<file path="src/rtl/id_operand_stage.sv">
// ID back-end: operand forwarding, load-use hazard stall and registered ID/EX slot.
// Define ID_STALL_CNT_EN to enable the saturating load-use stall counter.
module id_operand_stage #(
  parameter int DW      = 32,
  parameter int AW      = 32,
  parameter int CW      = 16,
  parameter int NUM_FWD = 3
) (
  input  logic                  clk,
  input  logic                  rst,
  input  logic                  flush,
  input  logic                  in_valid,
  output logic                  in_ready,
  input  logic [AW-1:0]         in_pc,
  input  logic [CW-1:0]         in_ctrl,
  input  logic                  in_rs_read,
  input  logic                  in_rt_read,
  input  logic [4:0]            in_rs_addr,
  input  logic [4:0]            in_rt_addr,
  input  logic [DW-1:0]         in_imm,
  input  logic                  in_we,
  input  logic [4:0]            in_w_addr,
  input  logic                  in_is_load,
  output logic [4:0]            rs_addr,
  output logic [4:0]            rt_addr,
  input  logic [DW-1:0]         rs_data,
  input  logic [DW-1:0]         rt_data,
  input  logic [NUM_FWD-1:0]    fwd_we,
  input  logic [5*NUM_FWD-1:0]  fwd_addr,
  input  logic [DW*NUM_FWD-1:0] fwd_data,
  input  logic [NUM_FWD-1:0]    fwd_pending,
  output logic                  out_valid,
  input  logic                  out_ready,
  output logic [AW-1:0]         out_pc,
  output logic [CW-1:0]         out_ctrl,
  output logic [4:0]            out_w_addr,
  output logic                  out_we,
  output logic                  out_is_load,
  output logic [DW-1:0]         out_reg1,
  output logic [DW-1:0]         out_reg2,
  output logic [1:0]            stage_state,
  output logic [31:0]           stall_cnt
);

  typedef enum logic [1:0] {
    RUN      = 2'd0,
    STALL_LU = 2'd1,
    STALL_BP = 2'd2
  } state_t;

  state_t state_q;

  // Returns {hazard, operand}; the youngest matching channel wins.
  function automatic logic [DW:0] resolve(
    input logic          rd,
    input logic [4:0]    a,
    input logic [DW-1:0] rf
  );
    logic [DW:0] r;
    logic        hit;
    r   = {1'b0, rf};
    hit = 1'b0;
    for (int i = 0; i < NUM_FWD; i++) begin
      if (!hit && fwd_we[i] && fwd_addr[5*i +: 5] == a) begin
        hit = 1'b1;
        r   = {fwd_pending[i], fwd_data[DW*i +: DW]};
      end
    end
    if (a == 5'd0) r = '0;
    if (!rd) r = {1'b0, in_imm};
    return r;
  endfunction

  logic [DW:0] res1;
  logic [DW:0] res2;
  logic        hazard;
  logic        accept;

  assign rs_addr = in_rs_addr;
  assign rt_addr = in_rt_addr;

  always_comb begin
    res1 = resolve(in_rs_read, in_rs_addr, rs_data);
    res2 = resolve(in_rt_read, in_rt_addr, rt_data);
  end

  assign hazard   = in_valid && (res1[DW] || res2[DW]);
  assign in_ready = !rst && !flush && !hazard
                    && (!out_valid || out_ready);
  assign accept   = in_valid && in_ready;

  assign stage_state = state_q;

  always_ff @(posedge clk) begin
    if (rst) begin
      out_valid   <= 1'b0;
      out_pc      <= '0;
      out_ctrl    <= '0;
      out_w_addr  <= '0;
      out_we      <= 1'b0;
      out_is_load <= 1'b0;
      out_reg1    <= '0;
      out_reg2    <= '0;
      state_q     <= RUN;
    end else begin
      if (flush) begin
        out_valid <= 1'b0;
      end else if (accept) begin
        out_valid   <= 1'b1;
        out_pc      <= in_pc;
        out_ctrl    <= in_ctrl;
        out_w_addr  <= in_w_addr;
        out_we      <= in_we;
        out_is_load <= in_is_load;
        out_reg1    <= res1[DW-1:0];
        out_reg2    <= res2[DW-1:0];
      end else if (out_ready) begin
        out_valid <= 1'b0;
      end

      unique case (1'b1)
        flush:  state_q <= RUN;
        hazard: state_q <= STALL_LU;
        in_valid && out_valid && !out_ready:
          state_q <= STALL_BP;
        default: state_q <= RUN;
      endcase
    end
  end

`ifdef ID_STALL_CNT_EN
  always_ff @(posedge clk) begin
    if (rst) begin
      stall_cnt <= '0;
    end else if (state_q == STALL_LU && stall_cnt != 32'hFFFF_FFFF) begin
      stall_cnt <= stall_cnt + 32'd1;
    end
  end
`else
  assign stall_cnt = '0;
`endif

endmodule

</file>
<file path="config.mk">
export PLATFORM = sky130hd
export DESIGN_NAME = id_operand_stage
export DESIGN_NICKNAME = d
export VERILOG_FILES = /design/src/rtl/id_operand_stage.sv
export SDC_FILE = /design/constraint.sdc
export NUM_CORES = 1
export LEC_CHECK = 0
export BUFFER_PORTS_ARGS = -buffer_cell sky130_fd_sc_hd__buf_2
export CAP_MARGIN = 30
export CELL_PAD_IN_SITES_DETAIL_PLACEMENT = 0
export CELL_PAD_IN_SITES_GLOBAL_PLACEMENT = 2
export CORE_ASPECT_RATIO = 1.5
export CORE_MARGIN = 1
export CORE_UTILIZATION = 24
export CTS_BUF_LIST = sky130_fd_sc_hd__clkbuf_4 sky130_fd_sc_hd__clkbuf_8 sky130_fd_sc_hd__clkbuf_16
export DETAILED_ROUTE_END_ITERATION = 7
export PLACE_DENSITY_LB_ADDON = 0.15
export SETUP_SLACK_MARGIN = 0.05
export SKIP_LAST_GASP = 1
export SYNTH_ARGS = -nofsm -noshare
export SYNTH_HDL_FRONTEND = slang
export SYNTH_SLANG_ARGS = --single-unit
</file>
<file path="constraint.sdc">
create_clock -name clk -period 3.4 [get_ports clk]
set_input_delay 0.68 -clock clk [delete_from_list [all_inputs] [get_ports clk]]
set_output_delay 0.68 -clock clk [all_outputs]
set_load 0.02 [all_outputs]
</file>
==> flow_summary_export.csv <==
group,metric,value,unit
outcome,status,"finished clean",
setup_path,cp.arrival,2.50,ns
timing,post-route-period-util,0.9350,
die,coreArea,33650,um2
finish,final_cell_mix,"416 x buf_2, 122 x dfxtp_1, 119 x nor2b_1",
synthesis,syn-cell-area,8240,um2
timing,rsz0062_at_grt,"false",
clock_tree,cts_tree,"done",
setup_path,r2r_cells,5,
synthesis,yosys.cell_types.count,36,
timing,tightest_slew,0.9140,ns
setup_path,path_cells,"buf_2, xor2_1, nor4_4, a211oi_1, o31ai_4, nand2_1, a21oi_1, buf_2",
finish,fillers,3633,
finish,final_nets,1616,
clock_tree,htreeDepth,4,
global_routing,gr-usage-all-layers,0.2261,
global_routing,antenna_found_initial,15,
placement,pre_cts_ws,0.08381,ns
timing,slew_viol_final,0,
timing,finalSetupTns,0,ns
setup_path,cp_common_cell,"buf_2",
die,dieHeight,228.9,um
setup_path,r2r-end,"out_reg1[3]$_SDFFE_PP0P_",
timing,postLayoutSetupSlackWorst,0.2208,ns
pwr,ir_drop,0.2893,mV
setup_path,r2r_slack,1.58,ns
global_routing,gr-total-overflow,0,
run,maxCapViolCount,0,
finish,final_cells,1771,
die,initial_utilization,0.2449,
clock_tree,numClockSinks,122,
clock_tree,numCtsBuffers,17,
global_routing,grt_max_degree,65,
route,firstDrtPassIters,5,
placement,dp_cells,1731,
global_routing,top_usage_layer,"met2",
timing,hold_viol,0,
worst_hold_path,hold_path_class,"in2reg",
route,first_iter_violations,439,
synthesis,syn_inst,973,
placement,hpwl,29.98,mm
setup_path,startpoint,"in_rt_addr[4]",
route,wl,40.20,mm
setup_path,cp_slowest_cell,"o31ai_4",
placement,gp_congestion,0.7927,
global_routing,first_global_vias,9222,
die,dieArea,35100,um2
die,die_w,153.3,um
clock_tree,cts_buffer_depth,2,
setup_path,max_stage_delay,0.50,ns
route,dr_total_vias,9160,
route,drcViolationCount,0,
timing,fin_skew,0.007701,ns
setup_path,critPathKind,"in2out",
timing,fmax,0.3145,GHz
timing,period_needed,3.179,ns
setup_path,rr_startpoint,"out_valid$_SDFFE_PP0P_",
synthesis,syn_area_per_cell,8.469,um2
global_routing,grt_use_met3,0.06807,
global_routing,grt_pass1_wl,59.04,mm
route,wl_per_cell,22.70,um
die,io_pins,450,
setup_path,critPathCapture,"in_ready",
pwr,leakage,0.005038,uW
die,row_count,82,
finish,drive_gt1_frac,0.3772,
pwr,p_per_area,396.6,nW/um2
placement,portBuffers,417,
clock_tree,cts_hold_buf,0,
clock_tree,clk_latency,0.43,ns
global_routing,met1_usage,0.2418,
finish,final_common_cell,"buf_2",
route,post_drt_via_cell_ratio,5.172,
finish,areaGrowthSynthToFinish,36.61,%
timing,setup_violations,0,
setup_path,endpoint_kind,"output pin",
setup_path,crit_required,2.72,ns
setup_path,cp-start-kind,"input port",
route,drtAntennaViolNets,0,
synthesis,synth_seq_area_share,0.2964,
timing,slew_headroom,0.3906,
synthesis,yosysWarnings,0,
synthesis,yosys_register_bits,122,
clock_tree,cts-root-buf,"clkbuf_16",
clock_tree,clk_pin_slew,0.06,ns
global_routing,grt_use_met2,0.4035,
setup_path,cp_max_fo,7,
==> metal layers <==
metal | up-vias | wire [um]
met4 | 16 | 1488
met1 | 4284 | 15200
met2 | 454 | 20310
met3 | 88 | 3104
li1 | 4318 | -
met5 | - | 103
==> critical path, delay by kind of cell <==
| kind | cells | cell delay, ns |
|---|---|---|
| xor+xnor | 1 | 0.19 |
| simple gates | 2 | 0.46 |
| buf+inv | 2 | 0.33 |
| compound gates | 3 | 0.83 |
==> synthesized netlist by cell type, drive strengths merged <==
cell | number | area share
o31ai | 1 | 0.0015
inv | 66 | 0.030
nand2 | 4 | 0.0018
clkbuf | 79 | 0.036
o21a | 66 | 0.060
nand3 | 69 | 0.042
and2 | 6 | 0.0046
a21oi | 2 | 0.0012
mux2 | 55 | 0.075
nor2b | 119 | 0.090
xor2 | 18 | 0.019
nand2b | 2 | 0.0015
buf | 69 | 0.058
o21ai | 1 | 0.00061
o311ai | 65 | 0.070
a21boi | 1 | 0.00091
and3 | 5 | 0.0038
conb | 1 | 0.00046
xnor2 | 12 | 0.013
nor4 | 5 | 0.0082
a221oi | 64 | 0.068
or3 | 1 | 0.00076
nor2 | 3 | 0.0014
nor4b | 1 | 0.0018
a211oi | 66 | 0.060
or4 | 2 | 0.0018
and4b | 1 | 0.0012
dfxtp | 122 | 0.30
a31oi | 65 | 0.049
nand4 | 2 | 0.0015
==> through the flow <==
step	power, uW	cell area (um2)	utilization	hold slack (ns)
4_1_cts	4533	11230	0.3338	0.4248
2_1_floorplan	2186	8357	-	0.5865
5_1_grt	4673	11250	0.3344	0.4278
3_5_place_dp	2633	10630	0.3158	0.5347
6_report	4465	11260	0.3345	0.4506
3_3_place_gp	2628	10630	0.3158	0.5247
==> logic make-up after synthesis <==
kind of cell              Yosys count  synth area share
buffers and inverters             214            0.1236
AOI/OAI and AO/OA                 331            0.3119
xor gates and xnor gates           30           0.03189
muxes                              55           0.07516
and+or+nand+nor                   220            0.1606
other                               1         0.0004551
DFF                               122            0.2964
==> report_power, final <==
group | total [uW] | internal [uW] | switching (uW)
Combinational | 1040 | 420 | 621
Sequential | 1550 | 1510 | 42.9
Clock | 1870 | 1120 | 752
==> what timing repair did <==
item	CTS	global route
buffers inserted	0	1
hold endpoints to repair	0	0
setup endpoints to repair	0	1
gates resized for setup	0	0
==> final cells by class <==
| type | count | area, um2 | area share |
|---|---|---|---|
| antenna | 7 | 17.52 | 0.001556 |
| clock buffer | 18 | 439.2 | 0.03901 |
| clock inverter | 14 | 163.9 | 0.01456 |
| inverter | 66 | 247.7 | 0.02201 |
| multi-input combinational | 668 | 4964 | 0.4409 |
| sequential | 122 | 2442 | 0.2170 |
| tap | 420 | 525.5 | 0.04668 |
| timing repair buffer | 456 | 2457 | 0.2183 |
==> registers in the layout, indices dropped and copies added (netlist names) <==
name and cells:
out_pc 32, out_reg1 32, out_reg2 32, out_ctrl 16
out_w_addr 5, stage_state 2, out_is_load 1, out_valid 1
out_we 1
==> how the worst min path moves through the flow <==
stage                                      start                        end  slack [ns]  cells after the start
after CTS                              in_pc[27]    out_pc[27]$_SDFFE_PP0P_        0.42                      2
after floorplan           out_valid$_SDFFE_PP0P_  stage_state[1]$_SDFF_PP0_        0.59                      2
after detailed placement  out_valid$_SDFFE_PP0P_  stage_state[1]$_SDFF_PP0_        0.53                      2
final                                  in_pc[31]    out_pc[31]$_SDFFE_PP0P_        0.45                      2
after global placement    out_valid$_SDFFE_PP0P_  stage_state[1]$_SDFF_PP0_        0.52                      2
after global routing                   in_pc[31]    out_pc[31]$_SDFFE_PP0P_        0.43                      2
(Power assumes the default switching activity.)
